File: src/rtl/mips_reg_file.sv
// mips_reg_file: 32x32 MIPS register file, two combinational read ports, one write port, registered debug port
module mips_reg_file #(
  parameter int DATA_W = 32,
  parameter int ADDR_W = 5,
  parameter bit BYPASS_EN = 1'b1
) (
  input  logic              clk,
  input  logic              rst_n,
  input  logic [ADDR_W-1:0] raddr1,
  input  logic [ADDR_W-1:0] raddr2,
  output logic [DATA_W-1:0] rdata1,
  output logic [DATA_W-1:0] rdata2,
  input  logic              we,
  input  logic [ADDR_W-1:0] waddr,
  input  logic [DATA_W-1:0] wdata,
  input  logic [ADDR_W-1:0] dbg_addr,
  output logic [DATA_W-1:0] dbg_data,
  output logic [15:0]       wr_count
);
  localparam int N = 2**ADDR_W;
  logic [DATA_W-1:0] regs [N];
  logic wr_en;
  assign wr_en = we && waddr != '0;
  always_ff @(posedge clk or negedge rst_n)
    if (!rst_n) begin
      for (int i = 0; i < N; i++) regs[i] <= '0;
      dbg_data <= '0;
      wr_count <= '0;
    end else begin
      dbg_data <= dbg_addr == '0 ? '0 : regs[dbg_addr];
      if (wr_en) begin
        regs[waddr] <= wdata;
        wr_count <= wr_count + 16'd1;
      end
    end
  // reset also masks the write-through path so reads are 0 while reset is held
  logic byp_ok;
  assign byp_ok = BYPASS_EN && rst_n && wr_en;
  always_comb begin
    rdata1 = raddr1 == '0 ? '0 : (byp_ok && waddr == raddr1) ? wdata : regs[raddr1];
    rdata2 = raddr2 == '0 ? '0 : (byp_ok && waddr == raddr2) ? wdata : regs[raddr2];
  end
endmodule

File: config.mk
export PLATFORM = sky130hd
export DESIGN_NAME = mips_reg_file
export DESIGN_NICKNAME = d
export VERILOG_FILES = /design/src/rtl/mips_reg_file.sv
export SDC_FILE = /design/constraint.sdc
export NUM_CORES = 2
export LEC_CHECK = 0
export ABC_AREA = 1
export BUFFER_PORTS_ARGS = -buffer_cell sky130_fd_sc_hd__buf_4
export CAP_MARGIN = 15
export CELL_PAD_IN_SITES_DETAIL_PLACEMENT = 0
export CELL_PAD_IN_SITES_GLOBAL_PLACEMENT = 2
export CORE_MARGIN = 5
export CORE_UTILIZATION = 39
export CTS_BUF_LIST = sky130_fd_sc_hd__clkbuf_2
export DETAILED_ROUTE_END_ITERATION = 6
export PLACE_DENSITY_LB_ADDON = 0.08
export SLEW_MARGIN = 20
export SYNTH_ARGS = -nofsm -noshare
export SYNTH_HDL_FRONTEND = slang
export SYNTH_SLANG_ARGS = --single-unit
File: constraint.sdc
create_clock -name clk -period 3.5 [get_ports clk]
set_input_delay 0.525 -clock clk [delete_from_list [all_inputs] [get_ports clk]]
set_output_delay 0.525 -clock clk [all_outputs]
set_load 0.01 [all_outputs]
==> results.py <==
metrics = {
    "synth": {
        "ys_seq_elements": 1072,
        "post_synth_main_area_contributors": "sky130_fd_sc_hd__dfrtp_1 (38%), sky130_fd_sc_hd__nand2_1 (19%), sky130_fd_sc_hd__o21ai_0 (12%)",
        "yosysWarnings": 0,
        "synth.cell_area_sq_mm": 0.0711,
        "synthFlopType": "sky130_fd_sc_hd__dfrtp_1",
        "synth_top_area_share_pct": 37.8,
        "synthTopCellsByCount": "sky130_fd_sc_hd__nand2_1 (3635), sky130_fd_sc_hd__o21ai_0 (1711), sky130_fd_sc_hd__nand3_1 (1339)",
        "ys_async_sr_fraction_pct": 100,
        "syn_nets": 11327,
        "synth.distinct_cells": 31,
        "syn_avg_cell_area_sq_um": 6.30,
        "synthMostInstantiatedCell": "sky130_fd_sc_hd__nand2_1",
        "synth_cells": 11271,
        "synth.yosys.seq_area_share_pct": 37.8,
        "synth_largest_area_cell": "sky130_fd_sc_hd__dfrtp_1",
        "number_of_enable_type_register_cells_in_the_synthesized_netlist": 0,
    },
    "die": {
        "floorplan.die.height_um": 437,
        "core-area_sq_mm": 0.181,
        "chipWidth_um": 437,
        "rows": 156,
        "initial_core_util_pct": 39.3,
        "die_area_sq_mm": 0.191,
        "num_io_pins": 167,
    },
    "timing": {
        "normalized_max_slew_margin_pct": 9.25,
        "report.final.hold_viol_count": 0,
        "achievable-frequency_mhz": 250,
        "period_minus_slack_ps": 4010,
        "maxSlewViolCount": 0,
        "final-setup-viol-count": 64,
        "grt_setup_unrepaired": "true",
        "layout_setup_ws_ps": -506,
        "worst_pin_slew_ps": 1360,
        "clock_skew_ps": 102,
        "hold_ws_ps": 216,
        "post-route-period-util_pct": 114,
    },
    "global_route": {
        "total_routing_usage_gr_pct": 37.0,
        "grt_remaining_overflow": 0,
        "grt_pass1_vias": 76242,
        "antenna_found_initial": 15,
        "global_route.peak_usage_layer": "met2",
        "global_route_wire_length_before_repair_mm": 528,
        "grt_max_degree": 144,
        "grt_util_met1_pct": 48.4,
        "grt.met2_usage_pct": 58.6,
        "grtUsageMet3_pct": 7.02,
    },
    "critical_path": {
        "worst_path_largest_cell_delay_ps": 420,
        "critical_path_class": "flop to output port",
        "worstSetupEndpointType": "output port",
        "crit_arrival_ps": 3480,
        "worst_path_max_delay_cell": "sky130_fd_sc_hd__dfrtp_1",
        "cp_max_fo": 3,
        "worstPathBufferInverterCount": 2,
        "cp_data_required_time_ps": 2970,
        "crit_chain": "a21oi_1, o21ai_0, nand3_1, nand3_2, nand2_2, nand3_2, nand2_2, clkinvlp_4, buf_6",
        "critical-path-top-delay-family": "simple AND/OR/NAND/NOR gates",
        "startpoint_type": "flop",
    },
    "finish": {
        "layout-area-overhead-vs-synth_pct": 18.5,
        "finish.net_count": 11607,
        "post_route_cells_drive_above_1_share_pct": 17.2,
        "finalNonFillerCells": 14143,
        "design_area_sq_mm": 0.0842,
    },
    "place": {
        "detailed_place.area_sq_mm": 0.0760,
        "hpwlAfterDp_mm": 212,
        "place.gp.congestion": 0.897,
        "numPlacedInstances": 13194,
        "buffer_ports.inserted": 166,
    },
    "worst_hold_path": {
        "hold_path_class": "input pin to flop",
    },
    "drt": {
        "routed_via_density": 5.73,
        "via_count": 81067,
        "drt_pass1_iterations": 7,
        "detail_route.iter0.violations": 9350,
        "ant_nets": 0,
        "avgRoutedWirePerCell_um": 25.9,
        "routed_wire_length_mm": 367,
        "drt_drc_violations_left": 6,
    },
    "cts": {
        "clock_tree.root_cell": "sky130_fd_sc_hd__clkbuf_2",
        "cts_made_buffers": 335,
        "clock_sink_count": 1072,
        "ctsHtreeMaxLevel": 5,
        "cts_tree": "yes",
        "cts-root-to-sink-buffers": 4,
        "later_pin_clock_latency_in_the_skew_report_ps": 1910,
        "clk_transition_reported_paths_ps": 100,
    },
    "power": {
        "power.share.switching_pct": 40.7,
        "share_clk_of_total_power_pct": 25.6,
        "power_per_cell_area_mw_per_mm2": 457,
        "combPwrFrac_pct": 31.8,
        "finalPower_uw": 38500,
        "power.internal_uw": 22800,
        "vdd.ir_drop.worst_uv": 269,
        "netSwitchingPower_uw": 15700,
        "share_seq_of_total_power_pct": 42.7,
        "total_leakage_power_uw": 0.0420,
    },
    "run_status": {
        "violations_in_the_final_reports": "DRC, setup timing",
        "status": "complete, but fails checks",
    },
    "run": {
        "max_cap_viol_count": 0,
    },
}
## cell usage in the layout (no fill, tap or decap), types with 57 or more instances in the layout
| cell | Yosys | layout |
|---|---|---|
| sky130_fd_sc_hd__nand2_2 | 16 | 156 |
| sky130_fd_sc_hd__nand3_1 | 1339 | 1171 |
| sky130_fd_sc_hd__buf_12 | 0 | 137 |
| sky130_fd_sc_hd__nand2_1 | 3635 | 3444 |
| sky130_fd_sc_hd__nand3_2 | 0 | 148 |
| sky130_fd_sc_hd__buf_4 | 3 | 554 |
| sky130_fd_sc_hd__o211ai_1 | 154 | 154 |
| sky130_fd_sc_hd__a21oi_1 | 649 | 625 |
| sky130_fd_sc_hd__inv_1 | 1051 | 803 |
| sky130_fd_sc_hd__dfrtp_1 | 1072 | 1072 |
| sky130_fd_sc_hd__o21ai_0 | 1711 | 1644 |
| sky130_fd_sc_hd__buf_6 | 0 | 57 |
| sky130_fd_sc_hd__o21ai_1 | 43 | 110 |
| sky130_fd_sc_hd__inv_2 | 17 | 256 |
| sky130_fd_sc_hd__dlygate4sd3_1 | 0 | 139 |
| sky130_fd_sc_hd__clkinv_1 | 2 | 80 |
| sky130_fd_sc_hd__clkbuf_2 | 2 | 450 |
| sky130_fd_sc_hd__nor2_1 | 549 | 446 |
| sky130_fd_sc_hd__nor2_2 | 3 | 83 |
## power by group through the flow
stage          registers (uW)  clock network [uW]  logic [uW]
6_report                16400                9840       12200
5_1_grt                 16700               10700       13600
4_1_cts                 16300               10100       11500
3_5_place_dp            16500                   0       10500
3_3_place_gp            16500                   0       10400
2_1_floorplan           16200                   0        6880
## layout make-up
| cell class | count | area, sq um |
|---|---|---|
| Antenna cell | 17 | 42.5 |
| Clock buffer | 450 | 2250 |
| Clock inverter | 92 | 405 |
| Fill cell | 19207 | 96700 |
| Inverter | 1070 | 4090 |
| Multi-Input combinational cell | 8176 | 38600 |
| Sequential cell | 1072 | 26800 |
| Tap cell | 2370 | 2970 |
| Timing Repair Buffer | 896 | 9090 |
## worst reg2reg max path: stages (launching register included)
cell                            delay [ps]
sky130_fd_sc_hd__dfrtp_1               400
sky130_fd_sc_hd__a21oi_1               130
sky130_fd_sc_hd__dlygate4sd3_1         570
sky130_fd_sc_hd__o21ai_0                90
sky130_fd_sc_hd__dlygate4sd3_1         570
sky130_fd_sc_hd__nand3_1                80
sky130_fd_sc_hd__dlygate4sd3_1         550
sky130_fd_sc_hd__nand2_1                50
sky130_fd_sc_hd__dlygate4sd3_1         550
sky130_fd_sc_hd__nand2_1                60
sky130_fd_sc_hd__nand3_1                60
sky130_fd_sc_hd__nand2_1                60
sky130_fd_sc_hd__nor2_1                 50
## flip-flops by register name, summed over array words and instances (netlist names)
register and flops:
dbg_data 32, regs 1024, wr_count 16
## worst paths after layout
kind	from	endpoint	slack, ps	cells past startpoint
setup / recovery	regs[20]	rdata1[20]	-510	9
hold / removal	wdata[8]	regs[520]	220	5
setup reg to reg	regs[337]	dbg_data[17]	200	12
hold reg to reg	regs[1007]	regs[1007]	380	0
max in group asynchronous	rst_n	regs[24]	1550	5
min in group asynchronous	rst_n	regs[685]	320	4
## stage by stage
step / util, % / setup WS [ps] / setup TNS, ps
finish: 46.6 / -506 / -17510
floorplan: - / 1200 / 0
CTS: 45.5 / -681 / -31940
global route: 46.5 / -692 / -32030
global placement: 42.0 / 227 / 0
detailed placement: 42.0 / 244 / 0
## kinds of logic after synthesis
logic type	count (synthesis)	synth area share, %
AOI/OAI and AO/OA	2558	18.6
xor gates and xnor gates	21	0.259
adders and majority gates	1	0.0176
buffers and inverters	2023	11.1
DFF	1072	37.8
and+or+nand+nor	5596	32.3
## routing by layer
layer  vias up  wire length, um
met5         -               43
met3      1082            33100
met2      4363           163000
met4         6            21400
met1     38634           149000
li1      36982                -
## timing repair
item | CTS | global route
endpoints found under the setup margin | 64 | 98
hold endpoints to repair | 2112 | 0
hold buffers | 145 | 0
setup buffers | 130 | 119
gates cloned | 0 | 0
pin swaps | 301 | 335
gates resized for setup | 498 | 412
No activity file was read; power rests on OpenSTA's default activity.
